File: config.mk
export PLATFORM = sky130hd
export DESIGN_NAME = rv32i_writeback_stage
export DESIGN_NICKNAME = d
export VERILOG_FILES = /design/src/rtl/rv32i_writeback_stage.sv
export SDC_FILE = /design/constraint.sdc
export NUM_CORES = 1
export LEC_CHECK = 0
export CORE_ASPECT_RATIO = 2
export CORE_UTILIZATION = 43
export CTS_CLUSTER_DIAMETER = 100
export DETAILED_ROUTE_END_ITERATION = 6
export PLACE_DENSITY = 0.81
export SLEW_MARGIN = 20
export SYNTH_ARGS = -nofsm -noshare
export SYNTH_HDL_FRONTEND = slang
export SYNTH_SLANG_ARGS = --single-unit
File: constraint.sdc
create_clock -name clk_i -period 4.9 [get_ports clk_i]
set_input_delay 0.735 -clock clk_i [delete_from_list [all_inputs] [get_ports clk_i]]
set_output_delay 0.735 -clock clk_i [all_outputs]
set_load 0.02 [all_outputs]
File: src/rtl/rv32i_writeback_stage.sv
// Writeback merge of single-cycle EX results and buffered LSU load results into
// one registered register-file write per cycle, plus a load busy scoreboard.
module rv32i_writeback_stage #(
  parameter int XLEN_P       = 32,
  parameter int DEPTH_P      = 32,
  parameter int ADDR_WIDTH_P = 5
) (
  input  logic                    clk_i,
  input  logic                    rst_ni,
  input  logic                    ex_valid_i,
  input  logic [ADDR_WIDTH_P-1:0] ex_rd_addr_i,
  input  logic [XLEN_P-1:0]       ex_wdata_i,
  input  logic                    lsu_valid_i,
  output logic                    lsu_ready_o,
  input  logic [ADDR_WIDTH_P-1:0] lsu_rd_addr_i,
  input  logic [XLEN_P-1:0]       lsu_wdata_i,
  input  logic                    issue_lsu_i,
  input  logic [ADDR_WIDTH_P-1:0] issue_rd_i,
  input  logic [ADDR_WIDTH_P-1:0] chk_rs1_i,
  input  logic [ADDR_WIDTH_P-1:0] chk_rs2_i,
  input  logic [ADDR_WIDTH_P-1:0] chk_rd_i,
  output logic                    hazard_o,
  output logic [DEPTH_P-1:0]      busy_o,
  output logic                    rd_we_o,
  output logic [ADDR_WIDTH_P-1:0] rd_addr_o,
  output logic [XLEN_P-1:0]       rd_wdata_o
);

  logic                    ex_write;
  logic                    lsu_accept;
  logic                    hold_drain;
  logic                    lsu_commit;
  logic                    issue_write;
  logic                    hold_valid_q;
  logic [ADDR_WIDTH_P-1:0] hold_addr_q;
  logic [XLEN_P-1:0]       hold_data_q;
  logic [DEPTH_P-1:0]      busy_q;
  logic [DEPTH_P-1:0]      busy_d;

  // Register 0 never reads as busy, whatever the vector holds.
  function automatic logic is_busy(input logic [DEPTH_P-1:0]      vec,
                                   input logic [ADDR_WIDTH_P-1:0] addr);
    is_busy = 1'b0;
    for (int i = 1; i < DEPTH_P; i++) begin
      if (32'(addr) == i) is_busy = vec[i];
    end
  endfunction

  assign ex_write    = ex_valid_i && (ex_rd_addr_i != '0);
  assign issue_write = issue_lsu_i && (issue_rd_i != '0);
  assign hold_drain  = hold_valid_q && !ex_write;
  assign lsu_commit  = hold_drain && (hold_addr_q != '0);
  assign lsu_ready_o = rst_ni && (!hold_valid_q || !ex_write);
  assign lsu_accept  = lsu_valid_i && lsu_ready_o;

  assign hazard_o = is_busy(busy_q, chk_rs1_i) | is_busy(busy_q, chk_rs2_i) |
                    is_busy(busy_q, chk_rd_i);
  assign busy_o   = busy_q;

  // Set is applied after clear so a newly issued load keeps its register busy.
  always_comb begin
    busy_d = busy_q;
    for (int i = 1; i < DEPTH_P; i++) begin
      if (lsu_commit && (32'(hold_addr_q) == i)) busy_d[i] = 1'b0;
      if (issue_write && (32'(issue_rd_i) == i)) busy_d[i] = 1'b1;
    end
    busy_d[0] = 1'b0;
  end

  always_ff @(posedge clk_i or negedge rst_ni) begin
    if (!rst_ni) begin
      busy_q       <= '0;
      hold_valid_q <= 1'b0;
    end else begin
      busy_q <= busy_d;
      if (lsu_accept)      hold_valid_q <= 1'b1;
      else if (hold_drain) hold_valid_q <= 1'b0;
    end
  end

  always_ff @(posedge clk_i) begin
    if (lsu_accept) begin
      hold_addr_q <= lsu_rd_addr_i;
      hold_data_q <= lsu_wdata_i;
    end
  end

  // EX has strict priority; the address/data outputs hold when nothing is written.
  always_ff @(posedge clk_i or negedge rst_ni) begin
    if (!rst_ni) begin
      rd_we_o    <= 1'b0;
      rd_addr_o  <= '0;
      rd_wdata_o <= '0;
    end else begin
      rd_we_o <= ex_write || lsu_commit;
      if (ex_write) begin
        rd_addr_o  <= ex_rd_addr_i;
        rd_wdata_o <= ex_wdata_i;
      end else if (lsu_commit) begin
        rd_addr_o  <= hold_addr_q;
        rd_wdata_o <= hold_data_q;
      end
    end
  end

`ifndef SYNTHESIS
  localparam logic [ADDR_WIDTH_P:0] DEPTH_LIMIT = (ADDR_WIDTH_P + 1)'(DEPTH_P);

  function automatic logic addr_ok(input logic [ADDR_WIDTH_P-1:0] addr);
    addr_ok = {1'b0, addr} < DEPTH_LIMIT;
  endfunction

  a_ex_to_busy: assert property (@(posedge clk_i) disable iff (!rst_ni)
    ex_write |-> !is_busy(busy_q, ex_rd_addr_i));

  a_addr_range: assert property (@(posedge clk_i) disable iff (!rst_ni)
    (!ex_valid_i || addr_ok(ex_rd_addr_i)) && (!lsu_valid_i || addr_ok(lsu_rd_addr_i)) &&
    (!issue_lsu_i || addr_ok(issue_rd_i)) && addr_ok(chk_rs1_i) &&
    addr_ok(chk_rs2_i) && addr_ok(chk_rd_i));

  a_lsu_hold: assert property (@(posedge clk_i) disable iff (!rst_ni)
    ($past(rst_ni) && $past(lsu_valid_i && !lsu_ready_o)) |-> lsu_valid_i);
`endif

endmodule

# Word-level counts from Yosys, hierarchy flattened

Cells that the tools add are included.
Widths: inputs -> output; s select.

Equality and inequality tests: 155
$lt $le $gt $ge: 0
Div/mod/pow operators: 0
Shift operators: 0
Add/sub/neg operators: 0
Reductions and logical operators: 108
$mul: 0
Bitwise logic cells: 2
Mux-type cells: 161

Operator list:

| operator           | count |
|---|---|
| $eq 5x5->1 const B | 80 |
| $eq 5x4->1 const B | 40 |
| $mux 1             | 157 |
| $eq 5x3->1 const B | 20 |
| $logic_and 1x1->1  | 68 |
| $reduce_bool 2->1  | 33 |
| $mux 32            | 2 |
| $eq 5x2->1 const B | 10 |
| $eq 5x1->1 const B | 5 |
| $reduce_bool 5->1  | 3 |
| $mux 5             | 2 |
| $logic_not 1->1    | 2 |
| $logic_or 1x1->1   | 2 |
| $or 1x1->1         | 2 |

Memories: 0
Logic and storage cells: 463
Memory bits (writable): 0
Output and inout port bits: 72
ROM bits: 0
Bits in registers: 107
Input port bits: 99
Latch bits: 0

# Depth between registers and ports, before layout

Depth in word-level cells: 34
Mapped depth: 9
Mapped depth without buffers: 7

# Worst setup path before layout

Ideal clock, no wire load.

Path type: input -> register
Start point: input port ex_rd_addr_i[1]
End point: register hold_addr_q[0], enable pin
Data arrival time: 2897 ps
Required time: 4501 ps
Stages on the path: 5
Path slack: 1604 ps
Cells stage by stage: or4_4 > o21a_1 > buf_2 > a21boi_2 > and2_1

Word-level cells in the longest chain between the ends: 6

Ends and longest elaborated chain:

| element              | line | source |
|---|---|---|
| start, declared      | 11   | `input logic [ADDR_WIDTH_P-1:0] ex_rd_addr_i,` |
| $reduce_bool 5->1    | 49   | `assign ex_write = ex_valid_i && (ex_rd_addr_i != '0);` |
| $logic_and 1x1->1    | 49   |  |
| $logic_not 1->1      | 53   | `assign lsu_ready_o = rst_ni && (!hold_valid_q \|\| !ex_write);` |
| $logic_or 1x1->1     | 53   |  |
| $logic_and 1x1->1    | 53   |  |
| net lsu_ready_o      | 14   | `output logic lsu_ready_o,` |
| $logic_and 1x1->1    | 54   | `assign lsu_accept = lsu_valid_i && lsu_ready_o;` |
| net lsu_accept       | 30   | `logic lsu_accept;` |
| end signal, assigned | 83   | `hold_addr_q <= lsu_rd_addr_i;` |
| end, declared        | 35   | `logic [ADDR_WIDTH_P-1:0] hold_addr_q;` |

The timed path passes the listed nets, and every way through them passes these cells.
A chain may end at the register's enable or synchronous reset.

# Worst setup path after layout

Start point: input port chk_rs2_i[0]
End point: output port hazard_o

Word-level cells in the longest chain between the ends: 34

Ends and longest elaborated chain:

| element                      | line | source |
|---|---|---|
| start, declared              | 20   | `input logic [ADDR_WIDTH_P-1:0] chk_rs2_i,` |
| $eq 5x1->1                   | 45   | `if (32'(addr) == i) is_busy = vec[i];` |
| $mux 1 (30 in series)        | 45   |  |
| $mux 1 (*)                   | 45   |  |
| $or 1x1->1 (*) (2 in series) | 56   | `assign hazard_o = is_busy(busy_q, chk_rs1_i) \| is_busy(busy_q, chk_rs2_i) \|` |
| end, declared                | 22   | `output logic hazard_o,` |

Mark *: on every way between the ends. The rest lies on a longest branch, timed or not.

==> results.md <==
* Initial core utilization at 44.00%
* FF-to-FF setup slack at approximately 2700 ps
* Largest net degree at the start of global routing at 71
* Core Area at roughly 0.013 mm^2
* Worst setup path class: input pin to output port
* Worst Max-Slew Pin Slew at between 900 and 1000 ps
* Sw Ratio at 34.81%
* Synth cell types at 67
* Power per cell area at about 360 mW/mm^2
* #FFs+latches synth at approximately 110
* Clock Pin Slew Worst Setup and Hold Paths at ~80 ps
* Post-CTS setup buffers at 0
* Hold-critical path endpoint: rd_wdata_o[22]
* Hold_ws at 519.2 ps
* Global-route wire length before repair at approximately 28000 um
* CTS tree: yes
* Vias in the first global route at 5211
* Clock Sinks at between 100 and 150
* Path category of the worst min-delay check: flip-flop to flip-flop
* Leading area contributor after synthesis: dfrtp_1
* Grt ovf at 0
* H-tree depth at 3
* TritonRoute pass-1 iters at 5
* Reg-to-Reg End: rd_wdata_o[7]
* Clk_skew at between 15 and 20 ps
* Multi-input gate area at 0.002562 mm^2
* Sequential share of the synthesized area at around half
* FF+latch area at ~0.0029 mm^2
* Synth top area cells: dfrtp_1 31%, edfxtp_1 20%, mux2i_1 7.7%, o21ai_0 7.3%, nand2_1 4.4%
* Worst skew pair latency at around 350 ps
* Cell row count at 59
* Max Buffers Root-to-Sink at 2
* Routed len/inst at 21.33 um
* GR Util All Layers at between 20 and 30%
* Post-route ant nets at 0
* Final number of setup-violating endpoints at 0
* Via density at 6.017
* Worst setup EP type: output port
* Max-Cap Viols at 0
* Reg2Reg Depth at 5
* Post-synth top flop: dfrtp_1
* Type of origin of the critical path: input pin
* Clock network power share at 27.7%
* Die Width at approximately 83 um
* Syn_nets at between 600 and 700
* # diodes at 0
* CTS buffer count at 9
* Design Power at 2815 uW
* Final TNS setup at 0 ps
* Required time worst endpoint at around 4200 ps
* I/O pins at roughly 170
* DP HPWL at about 14000 um
* Resized Gates After CTS at 0
* RSZ-0062 raised after global routing: false
* Via count at roughly 5300
* Layout area overhead at 36.32%
* Async S/R FF share, synth at between 60% and 70%
* Top cell types by occurrence after synthesis: 83 x o21ai_0, 70 x dfrtp_1, 66 x nand2_1
* Mapped cell area at about 0.0057 mm^2
* Internal at roughly 1800 uW
* Highest clock rate at roughly 230 MHz
* Tcrit/Tclk final at between 80 and 90%
* Run status: finished, final reports clean
* Layout cell share with drive strength beyond 1 at roughly 8%
* Final slew viol count at 0
* Leakage at approximately 0.0030 uW
* DR DRC count at 0
* Reg power frac at between 40% and 50%
* Final layout net count at around 800
* Height of the die at 164.6 um
* CP arrival at around 3600 ps
* Instance count of the mapped netlist at ~570
* Antenna violations before repair at 0
* Most frequent cell after synthesis: o21ai_0
* Slew HR at between 30 and 40%
* Worst hold stages at 2
* Port bufs at around 170
* Critical path peak fanout at 10
* Worst vdd ir at roughly 0.33 mV
* Minimum clock period at about 4400 ps
* Placed Cells at roughly 860
* Hold_buf cts at 0
* Share of the synthesized area in the top cell type at 30.82%
* EDFF count, synth at 37
* Avg Cell Area, Syn at about 10 um^2
* Detailed Route WL at ~19000 um
* Net Sw Power at approximately 980 uW
* Iteration-0 DRC Markers at 380
* Yosys warnings at 0
* Comb power frac at approximately 28%
* Final Hold Vio Count at 0
* Root buffer cell: clkbuf_16
* Layout Cells excl Fill at 874
* Routability Congestion at between 0.9 and 1
* Die area at between 0.01 and 0.015 mm^2
* Hold Path Origin: hold_data_q[22]
* Filler instances at 1103
* Reg-to-Reg Start: hold_addr_q[1]
[cells by family after synthesis]
kind of cell | after synthesis | synth area share [%]
flops | 107 | 50.36
buf+inv | 47 | 4.600
xor+xnor | 1 | 0.1541
other cells | 1 | 0.06597
compound gates | 189 | 20.08
simple gates | 168 | 14.75
mux | 52 | 9.993
[metrics by stage]
step / cell area (um^2) / setup slack, ps / util, %
floorplan: 5684 / 1604 / -
global placement: 7418 / 566.7 / 57.42
detailed placement: 7418 / 554.1 / 57.42
CTS: 7749 / 535.1 / 59.98
global route: 7749 / 333.5 / 59.98
finish: 7749 / 530.5 / 59.98
[worst max path at each step]
stage               startpoint        endpoint  depth (start not counted)
2_1_floorplan  ex_rd_addr_i[1]  hold_addr_q[0]                          5
3_3_place_gp      chk_rs2_i[0]        hazard_o                          9
3_5_place_dp      chk_rs2_i[0]        hazard_o                          9
4_1_cts           chk_rs2_i[0]        hazard_o                          9
5_1_grt           chk_rs2_i[2]        hazard_o                          9
6_report          chk_rs2_i[0]        hazard_o                          9
[cells in the final DEF (no fill, tap or decap), drive strengths merged, types with 3 or more instances in the layout]
master,count
a31oi,9
nor3,9
nand3,10
buf,13
o21ai,111
nand2,66
a21oi,22
o221ai,3
nor2,29
a211oi,7
mux2i,44
clkbuf,10
nor2b,8
or2,8
inv,11
o22ai,4
mux2,5
nand3b,7
mux4,3
dfrtp,70
edfxtp,37
nand2b,12
nand4,6
clkdlybuf4s50,168
o31ai,8
a2111oi,4
a22oi,3
[worst max-delay path, stage by stage]
cell and delay [ps]:
clkdlybuf4s50_1 700, buf_4 250, mux2_4 310, a31oi_1 170
a2111oi_0 90, nor3_1 260, o21ai_0 120, a2111o_1 430
clkdlybuf4s50_1 550
[routing by layer]
| layer | GRT usage, % | wire [um] |
|---|---|---|
| met5 | 0 | 0 |
| met4 | 15.36 | 890 |
| met2 | 52.27 | 10180 |
| met1 | 26.78 | 6212 |
| met3 | 6.047 | 1363 |
[registers in the layout, indices dropped and copies added (netlist names)]
name	flops
busy_o	31
hold_addr_q	5
hold_data_q	32
hold_valid_q	1
rd_addr_o	5
rd_wdata_o	32
rd_we_o	1
[layout make-up]
| cell class | count | share of cell area [%] |
|---|---|---|
| clock buffer | 10 | 3.229 |
| inverter | 7 | 0.3391 |
| multi-input combinational | 411 | 33.07 |
| clock inverter | 6 | 1.033 |
| tap | 152 | 2.454 |
| timing repair buffer | 181 | 22.93 |
| sequential | 107 | 36.95 |
[power by group through the flow]
stage | clock network, uW | logic, uW | registers, uW
floorplan | 0 | 302 | 1270
finish | 781 | 794 | 1240
detailed placement | 0 | 792 | 1250
global route | 820 | 848 | 1250
global placement | 0 | 776 | 1250
CTS | 787 | 796 | 1240
Power figures use the tool's default switching activity.
